**config.mk**
```make
export PLATFORM = sky130hd
export DESIGN_NAME = mkgauss_poly_ctrl
export DESIGN_NICKNAME = d
export VERILOG_FILES = /design/src/rtl/falcon_keygen_pkg.sv /design/src/rtl/mkgauss_accept_chk.sv /design/src/rtl/mkgauss_poly_ctrl.sv
export SDC_FILE = /design/constraint.sdc
export NUM_CORES = 1
export LEC_CHECK = 0
export ABC_AREA = 1
export CORE_MARGIN = 2
export CORE_UTILIZATION = 30
export CTS_CLUSTER_DIAMETER = 200
export CTS_CLUSTER_SIZE = 30
export DETAILED_ROUTE_END_ITERATION = 7
export GPL_ROUTABILITY_DRIVEN = 0
export PLACE_DENSITY = 0.7
export SETUP_SLACK_MARGIN = 0.1
export SLEW_MARGIN = 20
export SYNTH_ARGS = -nofsm -noshare
export SYNTH_HDL_FRONTEND = slang
export SYNTH_HIERARCHICAL = 1
export SYNTH_SLANG_ARGS = --single-unit
```
**constraint.sdc**
```tcl
create_clock -name clk -period 5.55 [get_ports clk]
set_input_delay 1.665 -clock clk [delete_from_list [all_inputs] [get_ports clk]]
set_output_delay 1.665 -clock clk [all_outputs]
set_load 0.01 [all_outputs]
```
**src/rtl/falcon_keygen_pkg.sv**
```systemverilog
`default_nettype none
// +-----------------------------------------------------------------------------
// | falcon_keygen_pkg : shared types and constants for Falcon key generation
// | Revision: 1.0
// +-----------------------------------------------------------------------------
package falcon_keygen_pkg;

    localparam int c_COEF_W = 8;

    typedef enum logic [2:0] {
        ST_IDLE  = 3'd0,
        ST_ISSUE = 3'd1,
        ST_FEED  = 3'd2,
        ST_CHECK = 3'd3,
        ST_DONE  = 3'd4
    } ctrl_state_t;

    // Largest coefficient bit size of f/g for a given log2 degree.
    function automatic int max_fg_bits(input int logn);
        case (logn)
            1, 2, 3, 4, 5: return 8;
            6, 7:          return 7;
            8, 9:          return 6;
            default:       return 5;
        endcase
    endfunction

endpackage
`default_nettype wire

```
**src/rtl/mkgauss_accept_chk.sv**
```systemverilog
`default_nettype none
// +-----------------------------------------------------------------------------
// | mkgauss_accept_chk : range and final-parity acceptance of one sampler result
// | Revision: 1.0
// +-----------------------------------------------------------------------------
module mkgauss_accept_chk #(
    parameter int FG_BITS = 6
) (
    input  logic signed [31:0] s,
    input  logic               idx_is_last,
    input  logic               parity,
    output logic               accept,
    output logic               new_parity
);

    localparam int c_LIM = 1 << (FG_BITS - 1);

    logic w_in_range;
    logic w_parity_bad;

    assign w_in_range   = (s >= -c_LIM) && (s < c_LIM);
    assign new_parity   = parity ^ s[0];
    assign w_parity_bad = idx_is_last && !new_parity;
    assign accept       = w_in_range && !w_parity_bad;

endmodule
`default_nettype wire

```
**src/rtl/mkgauss_poly_ctrl.sv**
```systemverilog
`default_nettype none
// +-----------------------------------------------------------------------------
// | mkgauss_poly_ctrl : drives one Gaussian sampler to fill an N-coefficient
// | polynomial; optional rejection counter under MKGAUSS_CTRL_STATS_EN.
// | Revision: 1.0
// +-----------------------------------------------------------------------------
module mkgauss_poly_ctrl
    import falcon_keygen_pkg::*;
#(
    parameter int LOGN    = 9,
    parameter int COEF_W  = c_COEF_W,
    parameter int FG_BITS = max_fg_bits(LOGN)
) (
    input  logic              clk,
    input  logic              rst,
    input  logic              start,
    output logic              busy,
    output logic              done,
    input  logic              prng_valid,
    input  logic [63:0]       prng_data,
    output logic              prng_ready,
    output logic              gs_start,
    output logic              gs_rng_valid,
    output logic [63:0]       gs_rng,
    input  logic              gs_done,
    input  logic [31:0]       gs_val,
`ifdef MKGAUSS_CTRL_STATS_EN
    output logic [15:0]       rej_cnt,
`endif
    output logic              coef_we,
    output logic [LOGN-1:0]   coef_addr,
    output logic [COEF_W-1:0] coef_data
);

    ctrl_state_t        r_state;
    ctrl_state_t        w_next_state;
    logic [LOGN-1:0]    r_idx;
    logic               r_parity;
    logic signed [31:0] r_s;
    logic               w_idx_is_last;
    logic               w_accept;
    logic               w_new_parity;

    assign w_idx_is_last = (r_idx == {LOGN{1'b1}});

    mkgauss_accept_chk #(
        .FG_BITS(FG_BITS)
    ) u_accept_chk (
        .s          (r_s),
        .idx_is_last(w_idx_is_last),
        .parity     (r_parity),
        .accept     (w_accept),
        .new_parity (w_new_parity)
    );

    always_ff @(posedge clk) begin
        if (rst) begin
            r_state  <= ST_IDLE;
            r_idx    <= '0;
            r_parity <= 1'b0;
            r_s      <= '0;
        end else begin
            r_state <= w_next_state;
            case (r_state)
                ST_IDLE: if (start) begin
                    r_idx    <= '0;
                    r_parity <= 1'b0;
                end
                ST_FEED: if (gs_done) r_s <= $signed(gs_val);
                ST_CHECK: if (w_accept) begin
                    r_parity <= w_new_parity;
                    if (!w_idx_is_last) r_idx <= r_idx + LOGN'(1);
                end
                default: ;
            endcase
        end
    end

    always_comb begin
        w_next_state = r_state;
        busy         = 1'b0;
        done         = 1'b0;
        prng_ready   = 1'b0;
        gs_start     = 1'b0;
        coef_we      = 1'b0;
        case (r_state)
            ST_IDLE: if (start) w_next_state = ST_ISSUE;
            ST_ISSUE: begin
                busy         = 1'b1;
                gs_start     = 1'b1;
                w_next_state = ST_FEED;
            end
            ST_FEED: begin
                busy       = 1'b1;
                prng_ready = 1'b1;
                if (gs_done) w_next_state = ST_CHECK;
            end
            ST_CHECK: begin
                busy         = 1'b1;
                coef_we      = w_accept;
                w_next_state = (w_accept && w_idx_is_last) ? ST_DONE : ST_ISSUE;
            end
            ST_DONE: begin
                done         = 1'b1;
                w_next_state = ST_IDLE;
            end
            default: w_next_state = ST_IDLE;
        endcase
    end

    assign gs_rng_valid = prng_valid & prng_ready;
    assign gs_rng       = prng_data;
    assign coef_addr    = r_idx;
    assign coef_data    = r_s[COEF_W-1:0];

`ifdef MKGAUSS_CTRL_STATS_EN
    logic [15:0] r_rej_cnt;

    always_ff @(posedge clk) begin
        if (rst) begin
            r_rej_cnt <= '0;
        end else if (r_state == ST_IDLE && start) begin
            r_rej_cnt <= '0;
        end else if (r_state == ST_CHECK && !w_accept && r_rej_cnt != 16'hFFFF) begin
            r_rej_cnt <= r_rej_cnt + 16'd1;
        end
    end

    assign rej_cnt = r_rej_cnt;
`endif

endmodule
`default_nettype wire

```
* Word-level counts from Yosys, hierarchy flattened *
Index checks and enable logic that the tools add are counted.

word-level totals
  register bits = 45
  logic and storage cells = 47

cells by class
  equality and inequality tests = 9
  mux-type cells = 16
  reduce and logical (&&, ||, !) cells = 13
  add/subtract/negate cells = 1
  order comparisons = 2
  bitwise logic cells = 2

operators by type and width
  cell                                                                                  count
  32-bit by 6-bit greater-or-equal comparator with 1-bit output, second input constant  1
  32-bit by 7-bit < comparator with 1-bit output, second input constant                 1
  9-bit 2-to-1 mux                                                                      3
  9-bit one-hot mux with 2 select lines                                                 1
  3-bit one-hot mux with 4 select lines                                                 1
  9-bit by 1-bit adder with 9-bit output, second input constant                         1
  9-bit equality test, second input constant                                            1
  3-bit 2-to-1 mux                                                                      3
  2-bit != test, second input constant                                                  4
  1-bit 2-to-1 mux                                                                      7
  3-bit by 2-bit equality test with 1-bit output, second input constant                 2
  1-bit logical AND                                                                     4
  2-bit AND reduction                                                                   2
  4-bit AND reduction                                                                   1
  3-bit by 1-bit equality test with 1-bit output, second input constant                 1
  3-bit equality test, second input constant                                            1
  3-bit logical NOT                                                                     1
  3-bit AND reduction                                                                   1
  3-bit OR reduction                                                                    1
  1-bit logical NOT                                                                     2
  1-bit one-hot mux with 2 select lines                                                 1
  2-bit nonzero test                                                                    1
  1-bit AND                                                                             1
  1-bit XOR                                                                             1

* Logic depth before layout (Yosys ltp) *
Gate-level depths: netlist of the first run.

  depth after elaboration = 8
  depth in mapped cells = 16
  gate-level depth less buffers = 16

* Modules after synthesis *
Netlist of the first run, hierarchy kept.

by module, submodules not included
  module              cells an instance  area each (µm²)  instances
  mkgauss_poly_ctrl   346                2468.6           1
  mkgauss_accept_chk  73                 287.8            1

* Worst setup path after synthesis of the first run *
No wires, ideal clock.

  path type = input-to-output
  start point = input port prng_valid
  end point = output port gs_rng_valid
  arrival time = 1.856 ns
  stages = 2
  data required time = 3.885 ns
  setup slack = 2.029 ns
  cells stage by stage = inv_1 -> nor2_1

on the way
  cells in the longest elaborated chain, start to end = 1

ends and longest elaborated chain
  element             line                      text
  start: declaration  mkgauss_poly_ctrl.sv:19   input logic prng_valid,
  1-bit AND           mkgauss_poly_ctrl.sv:111  assign gs_rng_valid = prng_valid & prng_ready;
  end: declaration    mkgauss_poly_ctrl.sv:23   output logic gs_rng_valid,

Every way passes these cells.

* Worst setup path in the final report of the first run *
Ends and elaborated chain as after synthesis.

==> impl_metrics.json, run 1 <==
{
  "status": "finished, final reports clean",
  "vias": 2305,
  "synth_warnings": 6,
  "wirelength_um": 5910,
  "seq_area_frac_synth": 0.327,
  "reg2reg_depth": 16,
  "async_flop_share": 0,
  "overflow": 0,
  "power_frac_comb": 0.213,
  "final_common_cell": "nand2_1",
  "worstSetupPathType": "in2out",
  "grt_pass1_wl_um": 9940,
  "wl_per_cell_um": 11.6,
  "hold_start": "r_s[1]$_SDFFE_PP0P_",
  "yosys_register_bits": 45,
  "powerDensity_nw_per_um2": 275,
  "synth_flop_cell": "dfxtp_1",
  "worst_setup_path_end_kind": "output pin",
  "syn_to_final_growth_pct": 9.26,
  "io-pin-count": 188,
  "skew_ps": 12.0,
  "p_seq_frac": 0.433,
  "core_um2": 8810,
  "nNetsFinal": 504,
  "holdPathStages": 2,
  "synth_cell_types": 21,
  "dp_hpwl_um": 4210,
  "tns_ps": 0,
  "synth-edff-count": 0,
  "cts_buffers": 5,
  "fp.dieArea_um2": 9970,
  "ctsRootBufferMaster": "clkbuf_8",
  "r2r_end": "coef_addr[3]$_SDFFE_PP0P_",
  "dpl.cell_count": 502,
  "peakVddDrop_mv": 0.112,
  "htreeDepth": 2,
  "antenna_cells": 0,
  "drtIter0Drc": 110,
  "slew_headroom": 0.294,
  "reg2reg_slack_ps": 3130,
  "die_h_um": 99.9,
  "cts.sinks": 45,
  "slew_violations": 0,
  "min_period_over_period": 0.802,
  "cts_hold_buf": 0,
  "whs_ps": 473,
  "p_clk_frac": 0.354,
  "clk_pin_slew_ps": 90,
  "cp_max_fo": 1,
  "viasPerCell": 4.52,
  "p_int_uw": 601,
  "worstMarginPinSlew_ps": 1060,
  "drive_gt1_frac": 0.0348,
  "holdPathEnd": "r_s[1]$_SDFFE_PP0P_",
  "cts_tree": "built",
  "drt.antenna.violating_nets": 0,
  "setup_viol": 0,
  "grt_max_degree": 36,
  "crit_path_start_kind": "input pin",
  "min_path_type": "reg2reg",
  "die_w_um": 99.9,
  "avgSynthCellArea_um2": 6.58,
  "grt_pass1_vias": 2217,
  "fp-row-count": 34,
  "period_minus_slack_ps": 4450,
  "start_util": 0.313,
  "clkLatencyLatePin_ps": 300,
  "grt_use_total": 0.121,
  "hold_violations": 0,
  "cts_resized": 0,
  "cts_buffer_depth": 2,
  "grt_antenna_before_repair": 0,
  "rsz0062_at_grt": "false",
  "drv_cap": 0,
  "r2r_start": "coef_addr[0]$_SDFFE_PP0P_",
  "syn_nets": 522,
  "synthCells": 419,
  "switching_share": 0.274,
  "cp.arrival_ps": 2780,
  "leakagePower_nw": 1.20,
  "stdcell_count": 510,
  "fmax_ghz": 0.225,
  "port_buffers": 59,
  "final_cell_mix": "106 x nand2_1, 59 x clkdlybuf4s50_1, 48 x nand3_1, 45 x dfxtp_1",
  "firstDrtPassIters": 4,
  "drcViolationCount": 0,
  "postCtsSetupBuffers": 0,
  "crit_required_ps": 3880,
  "switchingPower_uw": 227,
  "netlist_area_um2": 2760
}
state kept, by name (all words and copies together), names as in the netlist:
name	count
r_parity	1
r_s	32
r_state	3
coef_addr	9
area by class of cell:
class | instances | area [um2]
fill | 944 | 5790
multi-input combinational | 245 | 1070
sequential | 45 | 901
timing repair buffer | 61 | 606
inverter | 43 | 161
tap | 108 | 135
clock buffer | 5 | 68.8
clock inverter | 3 | 65.1
cell families (layout without fill, tap and decap cells):
family | Yosys count | count (layout) | synth area share
flip-flops | 45 | 45 | 0.327
XOR/XNOR | 1 | 1 | 0.00318
buffers and inverters | 129 | 112 | 0.283
adder cells (fa/ha/maj) | 2 | 2 | 0.00908
AO/OA/AOI/OAI | 38 | 38 | 0.0713
AND/OR/NAND/NOR | 204 | 204 | 0.306
synth_stat cells (2+ instances only):
master / count / area share
a21oi_1: 35 / 0.064
clkbuf_1: 8 / 0.011
ha_1: 2 / 0.0091
dfxtp_1: 45 / 0.33
nand4_1: 3 / 0.0068
nor3_1: 3 / 0.0054
inv_2: 2 / 0.0027
buf_4: 72 / 0.20
buf_2: 3 / 0.0054
nand3_1: 48 / 0.087
nor2_1: 41 / 0.056
buf_6: 3 / 0.012
inv_1: 41 / 0.056
nand2_1: 106 / 0.14
metal layers:
metal / routed length (um) / part of all wire / GRT usage / up-vias
li1: - / - / - / 1197
met1: 2590 / 0.44 / 0.148 / 997
met2: 2810 / 0.48 / 0.193 / 84
met3: 411 / 0.070 / 0.0418 / 27
met4: 97 / 0.016 / 0.0506 / 0
met5: 0 / 0 / 0 / -
power by group through the flow:
stage | clock (mW) | sequential (mW) | combinational, mW
after detailed placement | 0 | 0.366 | 0.177
after CTS | 0.304 | 0.359 | 0.177
final | 0.294 | 0.358 | 0.176
after floorplan | 0 | 0.366 | 0.154
after global placement | 0 | 0.365 | 0.175
after global routing | 0.316 | 0.362 | 0.200
worst max-delay path: stages:
cell	delay, ps
clkdlybuf4s50_1	450
inv_1	30
nor2_1	90
clkdlybuf4s50_1	540
per-stage QoR:
stage | setup slack (ps) | util | power [mW] | instance area [um2]
after floorplan | 2030 | - | 0.520 | 2760
after global placement | 1110 | 0.327 | 0.540 | 2880
after detailed placement | 1100 | 0.327 | 0.543 | 2880
after CTS | 1090 | 0.342 | 0.840 | 3010
after global routing | 1010 | 0.342 | 0.878 | 3010
final | 1100 | 0.342 | 0.829 | 3010
how the worst max path moves through the flow:
| stage | start | to | slack [ps] | cells after the start |
|---|---|---|---|---|
| 6_report | prng_valid | gs_rng_valid | 1100 | 4 |
| 5_1_grt | prng_valid | gs_rng_valid | 1010 | 4 |
| 4_1_cts | prng_valid | gs_rng_valid | 1090 | 4 |
| 3_5_place_dp | prng_valid | gs_rng_valid | 1100 | 4 |
| 3_3_place_gp | prng_valid | gs_rng_valid | 1110 | 4 |
| 2_1_floorplan | prng_valid | gs_rng_valid | 2030 | 2 |
Note: power is estimated with default switching activity, not from simulation.
==> inputs of run 2 (changes only) <==
PLACE_DENSITY = 0.73   (was 0.7)
clock period = 3.7 ns   (was 5.55 ns; I/O delays follow)
==> run 2 against run 1 <==
First-iteration DRC count is 6.4% higher. Setup slack worse by 740 ps. Sequential cell count stayed put. Global-route usage is 0.093 points higher. Combinational power is 54% higher. Power is 38% higher. Wire length is 2.9% higher. Non-clock buffer count is 4 higher. Clock skew hardly changed. Sequential power is 51% higher. Largest power group unchanged.
==> impl_metrics.json, run 2 (same netlist as run 1, synthesis figures left out) <==
{
  "drv_cap": 0,
  "skew_ps": 12.2,
  "cts_buffer_depth": 2,
  "cts.sinks": 45,
  "hold_violations": 0,
  "tns_ps": 0,
  "htreeDepth": 2,
  "leakagePower_nw": 1.22,
  "grt_max_degree": 35,
  "drt.antenna.violating_nets": 0,
  "powerDensity_nw_per_um2": 379,
  "final_cell_mix": "105 x nand2_1, 58 x clkdlybuf4s50_1, 48 x nand3_1, 43 x dfxtp_1, 41 x inv_1",
  "clkLatencyLatePin_ps": 300,
  "stdcell_count": 514,
  "min_period_over_period": 0.902,
  "cp.arrival_ps": 2230,
  "core_um2": 8810,
  "wl_per_cell_um": 11.8,
  "worstSetupPathType": "in2out",
  "status": "finished, final reports clean",
  "syn_to_final_growth_pct": 9.62,
  "fp-row-count": 34,
  "cp_max_fo": 1,
  "setup_viol": 0,
  "cts_tree": "built",
  "wirelength_um": 6080,
  "cts_buffers": 5,
  "min_path_type": "reg2reg",
  "drcViolationCount": 0,
  "dpl.cell_count": 503,
  "drive_gt1_frac": 0.0567,
  "period_minus_slack_ps": 3340,
  "die_h_um": 99.9,
  "firstDrtPassIters": 4,
  "vias": 2306,
  "io-pin-count": 188,
  "start_util": 0.313,
  "final_common_cell": "nand2_1",
  "rsz0062_at_grt": "false",
  "overflow": 0,
  "total_power_mw": 1.15,
  "largest_register_ffs": 32,
  "largest-register": "r_s",
  "peakVddDrop_mv": 0.137,
  "port_buffers": 59,
  "dp_hpwl_um": 4450,
  "grt_use_total": 0.121,
  "viasPerCell": 4.49,
  "worstMarginPinSlew_ps": 650,
  "fmax_ghz": 0.300,
  "cts_hold_buf": 0,
  "worst_setup_path_end_kind": "output pin",
  "fp.dieArea_um2": 9970,
  "crit_required_ps": 2590,
  "grt_pass1_vias": 2160,
  "grt_pass1_wl_um": 9800,
  "grt_antenna_before_repair": 0,
  "antenna_cells": 0,
  "die_w_um": 99.9,
  "crit_path_start_kind": "input pin",
  "clk_pin_slew_ps": 80,
  "drtIter0Drc": 117,
  "reg2reg_slack_ps": 1360,
  "slew_headroom": 0.566,
  "slew_violations": 0,
  "nNetsFinal": 508,
  "ctsRootBufferMaster": "clkbuf_8"
}
run 2: changes by cell type in the layout (fill, tap and decap cells not counted), sizes merged:
cell	change
bufinv	-2
clkbuf	+2
buf	+4
clkdlybuf4s50	-1
dlymetal6s2s	+1
run 2: final cells by class:
| type | count | area [um2] |
|---|---|---|
| multi-input combinational | 245 | 1080 |
| clock buffer | 7 | 96.3 |
| sequential | 45 | 903 |
| fill | 941 | 5780 |
| inverter | 43 | 161 |
| tap | 108 | 135 |
| timing repair buffer | 65 | 638 |
| clock inverter | 1 | 5.00 |
run 2: worst max-delay path: stages:
cell             delay [ps]
clkdlybuf4s50_1         460
inv_1                    40
nor2_1                   80
clkdlybuf4s50_1         540
run 2: layer usage:
layer | track usage | routed length (um)
met3 | 0.0334 | 342
met1 | 0.139 | 2670
met5 | 0 | 0
met4 | 0.0464 | 59
met2 | 0.215 | 3010
run 2: worst paths after layout:
path                                                   to  depth (start not counted)                 startpoint
worst max-delay path                         gs_rng_valid                          4                 prng_valid
worst min-delay path                  r_s[3]$_SDFFE_PP0P_                          2        r_s[3]$_SDFFE_PP0P_
worst max register to register  coef_addr[3]$_SDFFE_PP0P_                         17  coef_addr[0]$_SDFFE_PP0P_
worst min register to register        r_s[3]$_SDFFE_PP0P_                          2        r_s[3]$_SDFFE_PP0P_
run 2: timing repair:
item	in CTS	in global routing
buffers inserted	0	3
resized for setup	0	5
hold endpoints to repair	0	0
endpoints found under the setup margin	0	1
run 2: metrics by stage:
step / setup WS, ps / util / hold slack, ps / cell area (um2)
2_1_floorplan: 1010 / - / 439 / 2760
3_3_place_gp: 365 / 0.328 / 453 / 2890
3_5_place_dp: 364 / 0.328 / 457 / 2890
4_1_cts: 142 / 0.339 / 470 / 2990
5_1_grt: 302 / 0.343 / 498 / 3020
6_report: 362 / 0.343 / 468 / 3020
run 2: report_power, final:
part	switching (mW)	total (mW)	internal, mW
sequential	0.0253	0.539	0.514
clock	0.166	0.335	0.169
combinational	0.147	0.271	0.124
==> inputs of run 3 (changes only) <==
CORE_MARGIN = not set   (was 2)
RECOVER_POWER = 100   (was not set)
==> run 3 against run 2 <==
The run now ends with DRC left. Clock skew fell by 5.2 ps. Largest cell class unchanged. Register-to-register slack lost 270 ps. Critical path depth stayed put. Cell count down 0.19%. Critical endpoint unchanged. Non-clock buffer count fell by 1. Die area fell by 4.0%.
==> impl_metrics.json, run 3 (same netlist as run 1, synthesis figures left out) <==
{
  "slew_violations": 0,
  "setup_ws_ps": 302,
  "min_path_type": "reg2reg",
  "vias": 2341,
  "final_cell_mix": "107 x nand2_1, 48 x nand3_1, 44 x dfxtp_1, 42 x inv_1, 41 x nor2_1",
  "worst_setup_path_end_kind": "output pin",
  "path_buf_inv": 3,
  "port_buffers": 59,
  "drive_gt1_frac": 0.0321,
  "htreeDepth": 2,
  "hold_violations": 0,
  "die_h_um": 97.9,
  "clkLatencyLatePin_ps": 290,
  "skew_ps": 6.95,
  "violations": "DRC",
  "die_w_um": 97.9,
  "cts_tree": "built",
  "grt_antenna_before_repair": 0,
  "startpoint": "prng_valid",
  "hold_start": "r_s[3]$_SDFFE_PP0P_",
  "holdPathStages": 2,
  "total_power_mw": 1.09,
  "holdPathEnd": "r_s[3]$_SDFFE_PP0P_",
  "wl_per_cell_um": 11.8,
  "drt.antenna.violating_nets": 0,
  "min_period_over_period": 0.918,
  "crit_path_start_kind": "input pin",
  "cp.arrival_ps": 2290,
  "firstDrtPassIters": 7,
  "antenna_cells": 0,
  "setup_viol": 0,
  "cp_top_family": "buffers and inverters",
  "nFillCells": 962,
  "critical_path_depth": 4,
  "reg2reg_slack_ps": 1090,
  "start_util": 0.313,
  "viasPerCell": 4.56,
  "cts_buffer_depth": 2,
  "fp.dieArea_um2": 9580,
  "crit_required_ps": 2590,
  "nNetsFinal": 507,
  "syn_to_final_growth_pct": 7.90,
  "cts.sinks": 45,
  "crit_path_max_incr_delay_ps": 600,
  "largest-register": "r_s",
  "rsz0062_at_grt": "false",
  "ctsRootBufferMaster": "clkbuf_8",
  "peakVddDrop_mv": 0.122,
  "worstSetupPathType": "in2out",
  "r2r_end": "coef_addr[4]$_SDFFE_PP0P_",
  "slew_headroom": 0.0217,
  "drcViolationCount": 30,
  "worstMarginPinSlew_ps": 1470,
  "grt_pass1_wl_um": 9750,
  "r2r_start": "coef_addr[0]$_SDFFE_PP0P_",
  "powerDensity_nw_per_um2": 367,
  "reg2reg_depth": 17,
  "cpMaxStageDelayCell": "dlygate4sd3_1",
  "crit_path_cell_trace": "clkdlybuf4s50_1 -> inv_1 -> nor2_1 -> dlygate4sd3_1",
  "cp_max_fo": 1,
  "drv_cap": 0,
  "overflow": 0,
  "cts_buffers": 5,
  "grt_pass1_vias": 2203,
  "drtIter0Drc": 153,
  "clk_pin_slew_ps": 80,
  "place_ws_ps": 361,
  "largest_register_ffs": 32,
  "io-pin-count": 188,
  "wirelength_um": 6080,
  "tns_ps": 0,
  "fmax_ghz": 0.294,
  "period_minus_slack_ps": 3400,
  "final_common_cell": "nand2_1",
  "grt_max_degree": 38,
  "grt_use_total": 0.124,
  "core_um2": 8810,
  "leakagePower_nw": 1.25,
  "status": "finished with violations",
  "dp_hpwl_um": 4340,
  "fp-row-count": 34
}
run 3: power breakdown:
| group | internal [mW] | switching (mW) |
|---|---|---|
| clock network | 0.131 | 0.162 |
| logic | 0.113 | 0.147 |
| registers | 0.513 | 0.0251 |
| total | 0.758 | 0.333 |
run 3: worst min-delay path, cell delays in order, from the launching register on:
cell     delay [ps]
dfxtp_1         310
nand2_1          60
a21oi_1          50
run 3: worst max-delay path by stage:
| stage | endpoint | slack [ps] |
|---|---|---|
| after global routing | coef_we | 160 |
| after global placement | gs_rng_valid | 370 |
| after CTS | coef_we | 130 |
| after floorplan | coef_we | 1010 |
| final | gs_rng_valid | 300 |
| after detailed placement | gs_rng_valid | 360 |
run 3: what timing repair did:
item / 4_1_cts / 5_1_grt
endpoints found under the setup margin: 1 / 1
pin swaps: 0 / 3
cloned: 0 / 0
gates resized for setup: 2 / 3
buffers inserted: 0 / 2
hold buffers: 0 / 0
run 3: final cells by class:
| class | count | area [um2] | share of cell area |
|---|---|---|---|
| clock buffers | 6 | 72.6 | 0.0244 |
| clock inverters | 2 | 10.0 | 0.00337 |
| inverters | 43 | 161 | 0.0543 |
| multi-input cells | 245 | 1070 | 0.359 |
| flip-flops and latches | 45 | 902 | 0.303 |
| well taps | 108 | 135 | 0.0454 |
| repair buffers | 64 | 624 | 0.210 |
run 3: layer usage:
| layer | wire [um] | vias to the layer above | GRT usage |
|---|---|---|---|
| li1 | - | 1200 | - |
| met1 | 2660 | 1042 | 0.143 |
| met2 | 2940 | 85 | 0.217 |
| met3 | 379 | 14 | 0.0286 |
| met4 | 95 | 0 | 0.0559 |
| met5 | 0 | - | 0 |
run 3: per-stage QoR:
step | instances | hold slack (ps) | utilization | cell area [um2]
2_1_floorplan | 419 | 439 | - | 2760
3_3_place_gp | 503 | 452 | 0.328 | 2890
3_5_place_dp | 503 | 466 | 0.328 | 2890
4_1_cts | 511 | 478 | 0.337 | 2970
5_1_grt | 513 | 499 | 0.338 | 2970
6_report | 513 | 471 | 0.338 | 2970
